--- config.mk ---
export PLATFORM = sky130hd
export DESIGN_NAME = uart_fifo_if
export DESIGN_NICKNAME = d
export VERILOG_FILES = /design/src/rtl/uart_fifo_if.sv
export SDC_FILE = /design/constraint.sdc
export NUM_CORES = 1
export LEC_CHECK = 0
export BUFFER_PORTS_ARGS = -buffer_cell sky130_fd_sc_hd__buf_2
export CAP_MARGIN = 20
export CORE_MARGIN = 3
export CORE_UTILIZATION = 35
export CTS_BUF_LIST = sky130_fd_sc_hd__clkbuf_16
export DETAILED_ROUTE_END_ITERATION = 6
export PLACE_DENSITY = 0.58
export REMOVE_ABC_BUFFERS = 1
export SYNTH_ARGS = -nofsm -noshare
export SYNTH_HDL_FRONTEND = slang
export SYNTH_SLANG_ARGS = --single-unit
--- constraint.sdc ---
create_clock -name clk -period 4.4 [get_ports clk]
set_input_delay 0.88 -clock clk [delete_from_list [all_inputs] [get_ports clk]]
set_output_delay 0.88 -clock clk [all_outputs]
set_load 0.05 [all_outputs]
--- src/rtl/uart_fifo_if.sv ---
// uart_fifo_if: byte-buffering front end for the uart core.
//
// A TX FIFO queues bytes from the system side. A two-state launcher hands them
// to the UART one at a time. An RX FIFO captures received bytes and sets a
// sticky overrun flag when a byte has to be dropped.
//
// Ports:
//   clk, rst                 system clock; synchronous active-high reset
//   wr_en, wr_data           push a byte into the TX FIFO (dropped while tx_full)
//   rd_en, rd_data           pop / show-ahead head of the RX FIFO
//   clr_overrun              clears rx_overrun (a simultaneous drop wins)
//   tx_full, tx_empty        TX FIFO status
//   tx_count                 TX FIFO occupancy, 0..2**ADDR_W
//   rx_full, rx_empty        RX FIFO status
//   rx_count                 RX FIFO occupancy, 0..2**ADDR_W
//   rx_overrun               sticky: a received byte was dropped
//   tx_busy                  a byte is in flight in the UART transmitter
//   tx_start, tx_din         one-cycle launch pulse and held byte to the UART
//   tx_done_tick             UART finished the current byte
//   rx_done_tick, rx_dout    UART received a byte, valid this cycle
module uart_fifo_if #(
  parameter int unsigned DBIT   = 8,
  parameter int unsigned ADDR_W = 4
) (
  input  logic              clk,
  input  logic              rst,
  input  logic              wr_en,
  input  logic [DBIT-1:0]   wr_data,
  input  logic              rd_en,
  output logic [DBIT-1:0]   rd_data,
  input  logic              clr_overrun,
  output logic              tx_full,
  output logic              tx_empty,
  output logic [ADDR_W:0]   tx_count,
  output logic              rx_full,
  output logic              rx_empty,
  output logic [ADDR_W:0]   rx_count,
  output logic              rx_overrun,
  output logic              tx_busy,
  output logic              tx_start,
  output logic [DBIT-1:0]   tx_din,
  input  logic              tx_done_tick,
  input  logic              rx_done_tick,
  input  logic [DBIT-1:0]   rx_dout
);

  localparam int unsigned Depth = 2 ** ADDR_W;
  localparam logic [ADDR_W:0] FullCnt = (ADDR_W + 1)'(Depth);

  // ---------------------------------------------------------------------------
  // TX FIFO
  // ---------------------------------------------------------------------------
  logic [DBIT-1:0]   tx_mem [Depth];
  logic [ADDR_W-1:0] tx_wptr_q, tx_rptr_q;
  logic [ADDR_W:0]   tx_count_q;
  logic              tx_push, tx_pop;

  typedef enum logic {StIdle, StBusy} tx_state_e;
  tx_state_e         tx_state_q;
  logic              tx_start_q, tx_busy_q;
  logic [DBIT-1:0]   tx_din_q;

  assign tx_full  = (tx_count_q == FullCnt);
  assign tx_empty = (tx_count_q == '0);
  assign tx_count = tx_count_q;

  // Fullness is judged before the edge, so a write while full is lost even if
  // the launcher pops in the same cycle.
  assign tx_push = wr_en & ~tx_full;
  assign tx_pop  = (tx_state_q == StIdle) & ~tx_empty;

  always_ff @(posedge clk) begin
    if (tx_push) tx_mem[tx_wptr_q] <= wr_data;
  end

  always_ff @(posedge clk) begin
    if (rst) begin
      tx_wptr_q  <= '0;
      tx_rptr_q  <= '0;
      tx_count_q <= '0;
    end else begin
      if (tx_push) tx_wptr_q <= tx_wptr_q + 1'b1;
      if (tx_pop)  tx_rptr_q <= tx_rptr_q + 1'b1;
      tx_count_q <= tx_count_q + (ADDR_W + 1)'(tx_push) - (ADDR_W + 1)'(tx_pop);
    end
  end

  // Launcher: IDLE pops the head into tx_din and pulses tx_start; BUSY waits
  // for tx_done_tick. Returning to IDLE on the tick means the next launch is
  // one edge later, giving the one-cycle gap between bytes.
  always_ff @(posedge clk) begin
    if (rst) begin
      tx_state_q <= StIdle;
      tx_start_q <= 1'b0;
      tx_busy_q  <= 1'b0;
      tx_din_q   <= '0;
    end else begin
      tx_start_q <= 1'b0;
      unique case (tx_state_q)
        StIdle: begin
          if (!tx_empty) begin
            tx_din_q   <= tx_mem[tx_rptr_q];
            tx_start_q <= 1'b1;
            tx_busy_q  <= 1'b1;
            tx_state_q <= StBusy;
          end
        end
        StBusy: begin
          if (tx_done_tick) begin
            tx_busy_q  <= 1'b0;
            tx_state_q <= StIdle;
          end
        end
      endcase
    end
  end

  assign tx_start = tx_start_q;
  assign tx_busy  = tx_busy_q;
  assign tx_din   = tx_din_q;

  // ---------------------------------------------------------------------------
  // RX FIFO
  // ---------------------------------------------------------------------------
  logic [DBIT-1:0]   rx_mem [Depth];
  logic [ADDR_W-1:0] rx_wptr_q, rx_rptr_q;
  logic [ADDR_W:0]   rx_count_q;
  logic              rx_overrun_q;
  logic              rx_push, rx_pop, rx_drop;

  assign rx_full    = (rx_count_q == FullCnt);
  assign rx_empty   = (rx_count_q == '0);
  assign rx_count   = rx_count_q;
  assign rx_overrun = rx_overrun_q;
  assign rd_data    = rx_mem[rx_rptr_q];

  assign rx_pop  = rd_en & ~rx_empty;
  // A pop in the same cycle frees the slot, so a full FIFO still accepts.
  assign rx_push = rx_done_tick & (~rx_full | rd_en);
  assign rx_drop = rx_done_tick & ~rx_push;

  always_ff @(posedge clk) begin
    if (rx_push) rx_mem[rx_wptr_q] <= rx_dout;
  end

  always_ff @(posedge clk) begin
    if (rst) begin
      rx_wptr_q    <= '0;
      rx_rptr_q    <= '0;
      rx_count_q   <= '0;
      rx_overrun_q <= 1'b0;
    end else begin
      if (rx_push) rx_wptr_q <= rx_wptr_q + 1'b1;
      if (rx_pop)  rx_rptr_q <= rx_rptr_q + 1'b1;
      rx_count_q <= rx_count_q + (ADDR_W + 1)'(rx_push) - (ADDR_W + 1)'(rx_pop);
      // Set has priority over clear.
      if (rx_drop)          rx_overrun_q <= 1'b1;
      else if (clr_overrun) rx_overrun_q <= 1'b0;
    end
  end

endmodule

# Word level (Yosys, flattened, before mapping)
# Memories as Yosys holds them, arrays and structs flattened. A register that Yosys moved wholly into a read port is not among the register bits.
# Cells that the tools add are included.
classes:
  add_sub_neg: 8
  eq_ne: 4
  n_mux: 14
  n_bitwise: 12
  reduce_logical: 6
op_table:
  columns: ["op", "count"]
  rows:
  - ["4-bit by 1-bit adder with 4-bit output (second input constant)", 4]
  - ["5-bit by 1-bit adder with 5-bit output", 2]
  - ["5-bit equality test (second input constant)", 2]
  - ["5-bit logical NOT", 2]
  - ["1-bit two-way mux", 10]
  - ["5-bit by 1-bit subtractor with 5-bit output", 2]
  - ["4-bit two-way mux", 2]
  - ["1-bit inverter", 6]
  - ["1-bit bitwise AND", 5]
  - ["2-bit inequality test (second input constant)", 2]
  - ["1-bit case mux with 2 select lines", 2]
  - ["2-bit AND reduction", 2]
  - ["2-bit nonzero test", 1]
  - ["2-bit OR reduction", 1]
  - ["1-bit OR", 1]
totals:
  register_bits: 30
  ram_bits: 256
  wordCells: 56
  n_memories: 2
memory_table:
  columns: ["memory", "words", "word_bits", "rd", "rd_clocked_by_memory_dff", "write_ports", "line", "rtl"]
  rows:
  - ["rx_mem", 16, 8, 1, 1, 1, "125", "logic [DBIT-1:0] rx_mem [Depth];"]
  - ["tx_mem", 16, 8, 1, 1, 1, "53", "logic [DBIT-1:0] tx_mem [Depth];"]

# Longest topological paths before layout
depth:
  depth_word: 7
  ltp_mapped: 15
  depth_no_buf: 14

# Worst setup path before layout
# No wires, ideal clock.
synth_path:
  path_kind: "register to register"
  startpoint: "register tx_count_q[3], in the netlist tx_count[3]"
  endpoint: "register tx_count_q[4], in the netlist tx_count[4]"
  setup_time_ps: 131
  arrival_ps: 3458
  path_slack_ps: 811
  stages_incl_launch_ff: 15
  cell_sequence: "dfxtp_1 > inv_1 > ha_1 > nor4b_2 > or2_1 > inv_1 > ha_1 > inv_1 > ha_1 > inv_1 > fa_1 > nor2b_1 > o21bai_1 > a21oi_1 > nor3b_1"
synth_between:
  word_cells_on_any_way: 8
synth_lines:
  columns: ["item", "line", "rtl"]
  rows:
  - ["start, declared", "55", "logic [ADDR_W:0] tx_count_q;"]
  - ["start signal, assigned", "84", "tx_count_q <= tx_count_q + (ADDR_W + 1)'(tx_push) - (ADDR_W + 1)'(tx_pop);"]
  - ["5-bit logical NOT", "64", "assign tx_empty = (tx_count_q == '0);"]
  - ["named net tx_empty", "33", "output logic tx_empty,"]
  - ["1-bit inverter (no line)", null, null]
  - ["1-bit bitwise AND", "70", "assign tx_pop = (tx_state_q == StIdle) & ~tx_empty;"]
  - ["named net tx_pop", "56", "logic tx_push, tx_pop;"]
  - ["5-bit by 1-bit subtractor with 5-bit output", "84", null]
# The timed path passes the listed nets, and every way through them passes these cells.
# A chain may end at the register's enable or synchronous reset.

==> load_flow_metrics.sql <==
INSERT INTO impl_metrics (metric_group, metric, value, unit) VALUES
('timing', 'unrepaired_setup_endpoints_after_global_routing', 'false', ''),
('floorplan', 'die_w', '190', 'um'),
('hold_path', 'hold_path.class', 'reg2reg', ''),
('critical_path', 'cp.arrival', '2950', 'ps'),
('detailed_routing', 'post-route-drc-count', '0', ''),
('grt', 'grt.overflow.total', '0', ''),
('floorplan', 'die-height', '190', 'um'),
('synthesis', 'postSynth.asyncResetShare', '0', ''),
('floorplan', 'initial_utilization', '0.360', ''),
('timing', 'timing.setup.tns', '0', 'ps'),
('synthesis', 'synthCells', '621', ''),
('cts', 'worst_skew_pair.late_latency', '540', 'ps'),
('power_and_ir_drop', 'static-leakage-power', '4.55', 'nW'),
('finish', 'fin_util', '0.411', ''),
('grt', 'first_global_vias', '6115', ''),
('cts', 'tritoncts.num_buffers', '31', ''),
('critical_path', 'start_kind', 'register', ''),
('power_and_ir_drop', 'netsw', '2.43', 'mW'),
('timing', 'final_setup_violation_count', '0', ''),
('power_and_ir_drop', 'power.density_cell_area', '578', 'nW/um2'),
('flow_run', 'maxCapViolations', '0', ''),
('placed_design', 'placed_instance_area', '12600', 'um2'),
('synthesis', 'synthesis.area', '11900', 'um2'),
('cts', 'cts_tree', 'yes', ''),
('synthesis', 'synth-seq-area-share', '0.718', ''),
('finish', 'syn_to_final_growth', '14.3', '%'),
('detailed_routing', 'dr.pass1.iters', '4', ''),
('finish', 'finalNetCount', '731', ''),
('power_and_ir_drop', 'power.share.switching', '0.309', ''),
('detailed_routing', 'avgRoutedWirePerCell', '20.4', 'um'),
('finish', 'finish.instance_area', '13600', 'um2'),
('timing', 'tightest_slew', '998', 'ps'),
('synthesis', 'most_frequently_used_flop_master_after_synthesis', 'edfxtp_1', ''),
('power_and_ir_drop', 'comb_power_share', '0.248', ''),
('status', 'outcome', 'complete, no violations', ''),
('power_and_ir_drop', 'sequentialPowerShare', '0.440', ''),
('cts', 'post_cts_hold_buffer_count', '0', ''),
('synthesis', 'syn_avg_cell_area', '19.1', 'um2'),
('grt', 'grt_pass1_wl', '36500', 'um'),
('grt', 'maximum_number_of_pins_on_one_net_before_global_route_repair', '42', ''),
('critical_path', 'critPathRequiredTime', '3520', 'ps'),
('power_and_ir_drop', 'max-vdd-ir-drop', '283', 'uV'),
('timing', 'slew_violations', '0', ''),
('detailed_routing', 'drt_wl_total', '23500', 'um'),
('timing', 'relSlewSlack', '0.332', ''),
('grt', 'global_route.usage.total', '0.131', ''),
('critical_path', 'setup.worst_path.class', 'reg2out', ''),
('synthesis', 'synthDistinctLibCells', '38', ''),
('cts', 'clkSinkCount', '298', ''),
('synthesis', 'ys_ff_latch', '298', ''),
('timing', 'final_min_period_over_clock_period', '0.871', ''),
('finish', 'insertedDiodeCount', '0', ''),
('cts', 'cts.clk_slew.worst_paths', '60', 'ps'),
('placed_design', 'io_buffer_count', '55', ''),
('cts', 'clock_tree.buffer_depth', '3', ''),
('finish', 'post_route_cells_drive_above_1_share', '0.234', ''),
('detailed_routing', 'ant_nets_after_route', '0', ''),
('timing', 'timing.clock.skew', '7.41', 'ps'),
('placed_design', 'post-dp-hpwl', '15300', 'um'),
('power_and_ir_drop', 'power_frac_clock', '0.312', ''),
('floorplan', 'die-area', '36200', 'um2'),
('timing', 'timing_hold_violations_final', '0', ''),
('detailed_routing', 'drt-vias-per-instance', '4.97', ''),
('cts', 'ctsResizeCount', '0', ''),
('synthesis', 'synth_edf_count', '256', ''),
('critical_path', 'critPathCaptureType', 'primary output', ''),
('synthesis', 'synth-warning-count', '0', ''),
('detailed_routing', 'initialDrtViolationCount', '315', ''),
('cts', 'post-cts-setup-buffers', '0', ''),
('grt', 'initial_antenna_violation_count', '0', ''),
('cts', 'clk_root_buffer_cell', 'clkbuf_16', ''),
('power_and_ir_drop', 'total_power', '7.86', 'mW'),
('cts', 'htree_num_levels', '1', ''),
('timing', 'finalCriticalPeriod', '3830', 'ps'),
('timing', 'fmaxAchievable', '261', 'MHz'),
('detailed_routing', 'routed-via-count', '5711', ''),
('placed_design', 'globalplace.congestion', '0.809', ''),
('power_and_ir_drop', 'internal-power', '5.43', 'mW'),
('floorplan', 'core_area', '33000', 'um2'),
('floorplan', 'number_of_placement_rows', '66', ''),
('critical_path', 'critPathMaxFanout', '23', ''),
('floorplan', 'ios', '56', '');
## final timing paths
path / cells past startpoint / to / startpoint / slack [ps]
max: 4 / rd_data[6] / register / 570
min reg2reg: 2 / tx_busy$_SDFFE_PP0P_ / tx_busy$_SDFFE_PP0P_ / 460
max reg2reg: 14 / tx_count[4]$_SDFF_PP0_ / tx_count[2]$_SDFF_PP0_ / 1100
min: 2 / tx_busy$_SDFFE_PP0P_ / tx_busy$_SDFFE_PP0P_ / 460
## kinds of logic after synthesis
family                     share of synthesized area
xor gates and xnor gates                      0.0118
DFF                                            0.718
and+or+nand+nor                               0.0490
muxes                                          0.158
AOI/OAI and AO/OA                             0.0141
adders and majority gates                     0.0265
buffers and inverters                         0.0226
## area by class of cell
type | instances | area [um2]
Sequential cell | 298 | 8530
Fill cell | 2958 | 19400
Clock inverter | 26 | 186
Multi-Input combinational cell | 267 | 3130
Inverter | 25 | 93.8
Timing Repair Buffer | 61 | 320
Clock buffer | 31 | 776
Tap cell | 442 | 553
## power by group through the flow
stage / registers, mW / logic (mW) / clock network (mW)
floorplan: 3.80 / 1.14 / 0
global placement: 3.51 / 1.90 / 0
detailed placement: 3.52 / 1.97 / 0
CTS: 3.47 / 1.98 / 2.50
global route: 3.49 / 2.11 / 2.64
finish: 3.46 / 1.95 / 2.45
## cells in the mapped netlist (4+ instances only)
master	n	area (um2)
nand3_1	8	40.0
inv_1	25	93.8
nand3b_1	10	75.1
nor3b_1	4	30.0
mux2i_1	17	170
nor2_1	43	161
nor2b_1	7	43.8
buf_1	8	30.0
xnor2_1	7	61.3
mux4_1	24	631
edfxtp_1	256	7690
dfxtp_1	42	841
a21oi_1	9	45.0
buf_2	4	20.0
o221ai_1	8	70.1
xor2_1	9	78.8
nand2_1	16	60.1
nor3_1	11	55.1
nand2b_1	5	31.3
clkbuf_1	13	48.8
ha_1	22	275
mux4_2	48	1080
## through the flow
stage / worst slack [ps] / hold slack, ps / std cells
after detailed placement: 996 / 455 / 1093
after CTS: 518 / 463 / 1150
after floorplan: 621 / 455 / 590
final: 568 / 458 / 1150
after global placement: 1140 / 454 / 1093
after global routing: 457 / 488 / 1150
## placed cells by master (no fill, tap or decap), drive strengths merged, types with 3 or more instances in the layout
cell / instances
edfxtp: 256
nor3b: 4
nand3b: 10
ha: 22
o221ai: 8
a21oi: 9
clkinv: 17
nor2: 43
nand3: 8
xor2: 9
mux4: 72
nor3: 11
nand2: 16
dfxtp: 42
buf: 61
xnor2: 7
inv: 31
mux2i: 17
clkbuf: 31
nand2b: 5
and3: 3
nor2b: 7
## critical path: stages, from the launching register on
cell     delay [ps]
dfxtp_2         810
buf_4           290
mux4_1          610
mux4_2          470
buf_2           220
## layer usage
layer  share of wire  routed length [um]  up-vias  track usage
met5               0                   0        -            0
met4           0.022                 516        0       0.0316
met3           0.037                 876       40       0.0211
met2            0.53               12400      105        0.234
met1            0.41                9710     2978        0.167
li1                -                   -     2588            -
## state kept, by name, indices dropped and copies added (netlist names), named ones only
name	cells
rx_mem	128
tx_mem	128
tx_din	8
rx_count	5
tx_count	5
rx_rptr_q	4
rx_wptr_q	4
tx_rptr_q	4
tx_wptr_q	4
rx_overrun	1
tx_busy	1
tx_start	1
tx_state_q	1
Power figures use the tool's default switching activity.
